$ cat config.mk
export PLATFORM = sky130hd
export DESIGN_NAME = icap_bitstream_writer
export DESIGN_NICKNAME = d
export VERILOG_FILES = /design/src/rtl/icap_bitstream_writer.sv
export SDC_FILE = /design/constraint.sdc
export NUM_CORES = 1
export LEC_CHECK = 0
export ABC_AREA = 1
export BUFFER_PORTS_ARGS = -buffer_cell sky130_fd_sc_hd__buf_2
export CORE_MARGIN = 2
export CORE_UTILIZATION = 50
export CTS_BUF_LIST = sky130_fd_sc_hd__clkbuf_4
export DETAILED_ROUTE_END_ITERATION = 8
export PLACE_DENSITY = 0.72
export SLEW_MARGIN = 5
export SYNTH_ARGS = -nofsm -noshare
export SYNTH_HDL_FRONTEND = slang
export SYNTH_SLANG_ARGS = --single-unit
$ cat constraint.sdc
create_clock -name clk -period 7.67 [get_ports clk]
set_clock_uncertainty 0.1 [all_clocks]
set_input_delay 1.1505 -clock clk [delete_from_list [all_inputs] [get_ports clk]]
set_output_delay 1.1505 -clock clk [all_outputs]
set_load 0.05 [all_outputs]
$ cat src/rtl/icap_bitstream_writer.sv
// Streams bitstream words from a valid/ready source into the 7-series ICAP write port.
// Data path: a small FIFO, a one-word head register, then the registered ICAP outputs.
module icap_bitstream_writer #(
  parameter int STATICWIDTH = 32,
  parameter int FIFO_DEPTH  = 16,
  parameter int TIMEOUT     = 1024
) (
  input  logic                   clk,
  input  logic                   rst,
  input  logic                   start,
  input  logic [23:0]            word_count,
  input  logic [STATICWIDTH-1:0] s_data,
  input  logic                   s_valid,
  output logic                   s_ready,
  output logic [STATICWIDTH-1:0] icap_i,
  output logic                   icap_csib,
  output logic                   icap_rdwrb,
  output logic                   busy,
  output logic                   done,
  output logic                   error,
  output logic [23:0]            words_written
);

  localparam int AW = $clog2(FIFO_DEPTH);
  localparam int TW = $clog2(TIMEOUT + 1);
  localparam logic [AW:0]   DEPTH_C   = (AW + 1)'(FIFO_DEPTH);
  localparam logic [TW-1:0] TO_LAST_C = TW'(TIMEOUT - 1);

  typedef enum logic [1:0] {
    S_IDLE  = 2'd0,
    S_WRITE = 2'd1,
    S_DONE  = 2'd2,
    S_ERROR = 2'd3
  } state_e;

  // ICAP expects the bits of every byte reversed while the byte order is kept.
  function automatic logic [STATICWIDTH-1:0] bit_swap(input logic [STATICWIDTH-1:0] w);
    logic [STATICWIDTH-1:0] r;
    r = '0;
    for (int k = 0; k < STATICWIDTH / 8; k++) begin
      for (int j = 0; j < 8; j++) begin
        r[8*k+j] = w[8*k+7-j];
      end
    end
    return r;
  endfunction

  state_e                 state_q, state_d;
  logic [STATICWIDTH-1:0] mem_q [FIFO_DEPTH];
  logic [AW-1:0]          wr_ptr_q, rd_ptr_q;
  logic [AW:0]            cnt_q, cnt_d;
  logic [STATICWIDTH-1:0] head_q;
  logic                   head_vld_q, head_vld_d;
  logic [23:0]            rem_in_q, rem_in_d, rem_out_q, rem_out_d, ww_q, ww_d;
  logic [TW-1:0]          to_q, to_d;
  logic [STATICWIDTH-1:0] icap_q, icap_d;
  logic                   csib_q, csib_d, rdwrb_q, rdwrb_d;
  logic                   busy_q, busy_d, done_q, done_d, err_q, err_d;
  logic                   accept_s, ready_s, push_s, pop_s, mem_pop_s, flush_s;

  assign accept_s  = (state_q == S_IDLE) && start;
  assign ready_s   = (state_q == S_WRITE) && (cnt_q != DEPTH_C) && (rem_in_q != 24'd0);
  assign push_s    = ready_s && s_valid;
  assign pop_s     = (state_q == S_WRITE) && head_vld_q;
  // The head register refills from the FIFO in the same cycle it is drained.
  assign mem_pop_s = (state_q == S_WRITE) && (cnt_q != (AW + 1)'(0)) && (!head_vld_q || pop_s);
  assign flush_s   = (state_q == S_ERROR) || (state_q == S_DONE);

  // FIFO storage, written without reset.
  always_ff @(posedge clk) begin
    if (push_s) begin
      mem_q[wr_ptr_q] <= s_data;
    end
  end

  // FIFO occupancy and head register next state.
  always_comb begin
    cnt_d      = cnt_q;
    head_vld_d = head_vld_q;
    if (flush_s) begin
      cnt_d      = '0;
      head_vld_d = 1'b0;
    end else begin
      case ({push_s, mem_pop_s})
        2'b10:   cnt_d = cnt_q + (AW + 1)'(1);
        2'b01:   cnt_d = cnt_q - (AW + 1)'(1);
        default: cnt_d = cnt_q;
      endcase
      if (mem_pop_s) begin
        head_vld_d = 1'b1;
      end else if (pop_s) begin
        head_vld_d = 1'b0;
      end else begin
        head_vld_d = head_vld_q;
      end
    end
  end

  // FIFO pointers, occupancy and head register.
  always_ff @(posedge clk or posedge rst) begin
    if (rst) begin
      wr_ptr_q   <= '0;
      rd_ptr_q   <= '0;
      cnt_q      <= '0;
      head_vld_q <= 1'b0;
      head_q     <= '0;
    end else begin
      if (flush_s) begin
        wr_ptr_q <= '0;
        rd_ptr_q <= '0;
      end else begin
        if (push_s)    wr_ptr_q <= wr_ptr_q + AW'(1);
        if (mem_pop_s) rd_ptr_q <= rd_ptr_q + AW'(1);
      end
      cnt_q      <= cnt_d;
      head_vld_q <= head_vld_d;
      if (mem_pop_s) head_q <= mem_q[rd_ptr_q];
    end
  end

  // Transfer control, counters and registered-output next state.
  always_comb begin
    state_d   = state_q;
    rem_in_d  = rem_in_q;
    rem_out_d = rem_out_q;
    ww_d      = ww_q;
    to_d      = to_q;
    case (state_q)
      S_IDLE: begin
        if (start) begin
          rem_in_d  = word_count;
          rem_out_d = word_count;
          ww_d      = 24'd0;
          to_d      = '0;
          state_d   = (word_count == 24'd0) ? S_DONE : S_WRITE;
        end else begin
          state_d = S_IDLE;
        end
      end
      S_WRITE: begin
        if (push_s) begin
          rem_in_d = rem_in_q - 24'd1;
        end else begin
          rem_in_d = rem_in_q;
        end
        if (pop_s) begin
          rem_out_d = rem_out_q - 24'd1;
          ww_d      = ww_q + 24'd1;
          to_d      = '0;
        end else if (rem_out_q == 24'd0) begin
          state_d = S_DONE;
        end else if (to_q == TO_LAST_C) begin
          state_d = S_ERROR;
        end else begin
          to_d = to_q + TW'(1);
        end
      end
      S_DONE:  state_d = S_IDLE;
      S_ERROR: state_d = S_IDLE;
      default: state_d = S_IDLE;
    endcase

    // Empty cycles keep the last word on the bus with chip select released.
    icap_d  = pop_s ? bit_swap(head_q) : icap_q;
    csib_d  = !pop_s;
    rdwrb_d = (state_d != S_WRITE);
    busy_d  = (state_d == S_WRITE);
    done_d  = (state_d == S_DONE);
    if (accept_s) begin
      err_d = 1'b0;
    end else if (state_d == S_ERROR) begin
      err_d = 1'b1;
    end else begin
      err_d = err_q;
    end
  end

  // State, counters and all registered outputs.
  always_ff @(posedge clk or posedge rst) begin
    if (rst) begin
      state_q   <= S_IDLE;
      rem_in_q  <= 24'd0;
      rem_out_q <= 24'd0;
      ww_q      <= 24'd0;
      to_q      <= '0;
      icap_q    <= '0;
      csib_q    <= 1'b1;
      rdwrb_q   <= 1'b1;
      busy_q    <= 1'b0;
      done_q    <= 1'b0;
      err_q     <= 1'b0;
    end else begin
      state_q   <= state_d;
      rem_in_q  <= rem_in_d;
      rem_out_q <= rem_out_d;
      ww_q      <= ww_d;
      to_q      <= to_d;
      icap_q    <= icap_d;
      csib_q    <= csib_d;
      rdwrb_q   <= rdwrb_d;
      busy_q    <= busy_d;
      done_q    <= done_d;
      err_q     <= err_d;
    end
  end

  assign s_ready       = ready_s;
  assign icap_i        = icap_q;
  assign icap_csib     = csib_q;
  assign icap_rdwrb    = rdwrb_q;
  assign busy          = busy_q;
  assign done          = done_q;
  assign error         = err_q;
  assign words_written = ww_q;

endmodule

==> run summary <==
The synthesized design contains 512 enable-type register cells. The logs give 2666 for the number of cells produced by synthesis and 2918 for the final net count. Clock tree synthesis selected as its root buffer the cell sky130_fd_sc_hd__clkbuf_4. In this run the register-to-register setup slack is 3.33 ns. The final cell count without fillers was 3738; the share of async-settable or async-resettable flops after synthesis was 24.7%. In the global route stage, overall resource usage came out at 24.2%. In the final layout, the share of cells above drive strength 1 is 15.7%. Wire length of the first global-routing pass: 113000 µm.

The total power consumption of the routed design is 0.0120 W. Summed over all layers, the global routing overflow is 0. Data arrives at the worst endpoint at 3.66 ns. Counting every net in the synthesized netlist gives 2740. After synthesis, the cell types taking the most area are sky130_fd_sc_hd__edfxtp_1 53%, sky130_fd_sc_hd__dfrtp_1 14%, sky130_fd_sc_hd__nand2_1 6.3%. The run gives 2146 as the initial detailed-routing violation count. In this run the worst setup path begins at state_q[1]. The fraction of the cycle the final worst path needs works out to 64.1%. Derived from the worst setup path, the maximum achievable clock frequency is 0.204 GHz.

In this run the standard cell core region covers 57500 µm². Worst setup timing slack at the placement stage: 3.37 ns. After routing, the total negative slack on setup checks comes to 0 ns. The run gives 3 as the maximum clock path buffer count. Startpoint-to-endpoint class of the critical path: reg -> out. In this run the tool buffered the top-level ports with 121 buffer cells. The capture point of the worst reg-to-reg path is mem_q[6][4]. The flow ran to the end, and the final reports show no timing, DRC or antenna violations. The run gives 174 as the TritonCTS buffer count. In this run, synthesis produced a sequential element count of 680.

The reported net switching power is 0.00482 W, and the number of library cell types mapped by synthesis is 47. The logs give 34.3% for the combinational cell fraction of total power and 0 for the number of setup buffers added after CTS. The logs give 7 for the number of antenna violations at the first check in global routing and 0 for the number of buffers inserted by hold repair at cts.

After detailed placement, the design holds a cell count of 3433. The logs give 21.2k for the detailed-route via count and 88 for the total number of placement rows. During synthesis, Yosys emitted a total of 0 warnings.

The HPWL reported at the end of detailed placement is 41600 µm. Walking the worst path, the cells encountered are inv_2 -> nand2_4 -> inv_2 -> nand2_1 -> inv_2 -> nand2_1 -> inv_1 -> buf_2. In the routed design, unresolved DRC markers number 0.

The shortest clock period the worst path allows after layout was 4.91 ns. The starting utilization of the core area was 50.3%; the power density normalized to cell area was 370 nW/µm². STA puts the critical path data required time at 6.42 ns.

Sequential elements use 67.7% of the synthesized area. The post-detailed-route via-to-cell ratio is 5.67, and the final estimated routing congestion in global placement is 0.909. The filler cell count came out at 4966.

The antenna violation net count after detailed routing is 0. Startpoint type of the worst setup path: a flop. Minimum setup slack in the final design: 2.76 ns. By instance count, the cell type seen most on the critical path is sky130_fd_sc_hd__inv_2. The worst pin sits at a relative slew slack of 15.7%.

The hold violation count in the final report is 0. The floorplan step defined a die boundary enclosing 59800 µm². Worst supply voltage drop on vdd: 253 µV.

By instance count, the leading cell after synthesis is sky130_fd_sc_hd__edfxtp_1. The analysis attributes to cell leakage a power of 12.3 nW. For this block, the routed nets add up to 71800 µm of wire. For the pin with the worst max-slew slack, the measured transition is 1.26 ns. The die extent in y came out at 245 µm. Setup repair after global routing left no endpoint under its margin. The number of cells on the worst reg-to-reg path is 9. After clock tree synthesis, the repair step resized 0 gates.

The run gives 127 as the pin count of the biggest net entering global routing. The tools report the internal power summed over all cells as 0.00717 W. After clock tree synthesis, the clock-pin slew on the worst setup and hold paths is 0.07 ns.

In this run the number of H-tree levels came out at 4. In this run the count of I/O pins placed on the die edge is 122. TritonCTS built the clock tree.

Net switching is 40.2% of the power. For the max-slew violation count, the log shows 0. The floorplan step set the die width to 245 µm. Dividing the detail-routed wire length by the instance count gives 19.2 µm. The commonest cells after synthesis are 512 x sky130_fd_sc_hd__edfxtp_1, 482 x sky130_fd_sc_hd__nand2_1, 477 x sky130_fd_sc_hd__nor2_1, 332 x sky130_fd_sc_hd__o21ai_0, 166 x sky130_fd_sc_hd__dfrtp_1. The slowest stage of the critical path is the sky130_fd_sc_hd__inv_2 cell. The average footprint of a synthesized cell came out at 10.9 µm².

The worst register-to-register path begins at state_q[1]. The type of the tightest min-delay check was in -> async. After synthesis the cells add up to 28900 µm². Of all cell types, the one taking the most synthesized area is sky130_fd_sc_hd__edfxtp_1. The clock network is responsible for 25.4% of the overall power. Via count of the first global-routing pass: 20.7k. Setup violations remaining at the end of the flow were counted as 0. The maximum single-stage delay on the critical path came out at 1.01 ns. The max-capacitance violation count came out at 0. For the worst-skew pair, the clock arrives at the later sink with an insertion delay of 1.00 ns.

The tools report the share of the core filled with cells as 56.3%. The type of destination of the critical path was an output pin. The fraction of post-synthesis cell area in the top cell type by area was 53.1%. The tools report the end point of the critical path as s_ready.

The number of clock sinks seen by CTS was 680. The total iterations of the first detailed-routing run came out at 8. Compared with the post-synthesis result, the final layout area differs by 11.8%. The commonest register cell after synthesis is sky130_fd_sc_hd__edfxtp_1.

In this run, flip-flops and latches consume 40.4% of the power. Along the worst path, the maximum fanout reaches 68.
## worst min-delay path by stage
stage                            end  slack (ns)  cells after the start
after CTS                 icap_i[25]        0.16                      2
after floorplan            head_q[0]        0.35                      2
after detailed placement  icap_i[20]        0.36                      2
after global placement     icap_i[3]        0.35                      2
after global routing      icap_i[25]        0.26                      2
final                     icap_i[25]        0.23                      2
## power by group through the flow
stage,logic (W),registers [W],clock network (W)
floorplan,0.00248,0.00520,0
global placement,0.00397,0.00489,0
detailed placement,0.00407,0.00491,0
CTS,0.00409,0.00483,0.00310
global route,0.00454,0.00489,0.00330
finish,0.00411,0.00484,0.00304
## layout make-up
type / count / area, µm² / area share, %
well taps: 765 / 957 / 2.96
clock inverters: 46 / 277 / 0.855
multi-input cells: 1717 / 8350 / 25.8
flip-flops and latches: 680 / 19600 / 60.5
diodes: 6 / 15.0 / 0.0464
clock buffers: 253 / 1900 / 5.87
repair buffers: 144 / 778 / 2.41
inverters: 127 / 494 / 1.53
## stage by stage
step	hold slack, ns	instance area (µm²)
floorplan	0.349	28900
global placement	0.350	30200
detailed placement	0.355	30200
CTS	0.162	32300
global route	0.263	32300
finish	0.227	32400
## routing by layer
layer | share of wire (%) | global-route usage (%) | up-vias
met4 | 2.7 | 10.8 | 4
li1 | - | - | 9829
met3 | 8.7 | 5.86 | 169
met1 | 42 | 32.3 | 10238
met5 | 0.032 | 0 | -
met2 | 46 | 37.9 | 955
## cell families (layout without fill, tap and decap cells)
| family | count (synthesis) | count (layout) | share of synthesized area, % |
|---|---|---|---|
| AND/OR/NAND/NOR | 1145 | 1145 | 16.1 |
| flip-flops | 680 | 680 | 67.7 |
| AO/OA/AOI/OAI | 530 | 530 | 10.8 |
| buffers and inverters | 269 | 570 | 3.88 |
| XOR/XNOR | 27 | 27 | 0.817 |
| adder cells (fa/ha/maj) | 14 | 14 | 0.631 |
| multiplexers | 1 | 1 | 0.0346 |
| other | 0 | 6 | 0 |
## critical path, delay by kind of cell, from the launching register on
kind	cells	cell delay [ns]
flip-flops	1	0.48
AND/OR/NAND/NOR	3	0.54
buffers and inverters	5	1.69
## flip-flops by register name, summed over array words and instances (netlist names), 2 cells and up
| signal | cells |
|---|---|
| cnt_q | 5 |
| head_q | 32 |
| icap_i | 32 |
| mem_q | 512 |
| rd_ptr_q | 4 |
| rem_in_q | 24 |
| rem_out_q | 24 |
| state_q | 2 |
| to_q | 11 |
| words_written | 24 |
| wr_ptr_q | 4 |
## layout by cell type (no fill, tap or decap), drive strengths merged, types with 2 or more instances in the layout
| master | count |
|---|---|
| edfxtp | 512 |
| nand2 | 489 |
| nor2 | 483 |
| o21ai | 346 |
| clkbuf | 253 |
| dfrtp | 166 |
| buf | 144 |
| inv | 134 |
| nand3 | 120 |
| o221ai | 96 |
| a21oi | 37 |
| clkinv | 36 |
| o211ai | 32 |
| nand4 | 24 |
| nor3 | 17 |
| xor2 | 15 |
| ha | 13 |
| xnor2 | 12 |
| a31oi | 10 |
| diode | 6 |
| nor3b | 6 |
| nand3b | 4 |
| nor4 | 2 |
| o22ai | 2 |
| o21bai | 2 |
| bufinv | 2 |
| dfstp | 2 |
Power figures use the tool's default switching activity.
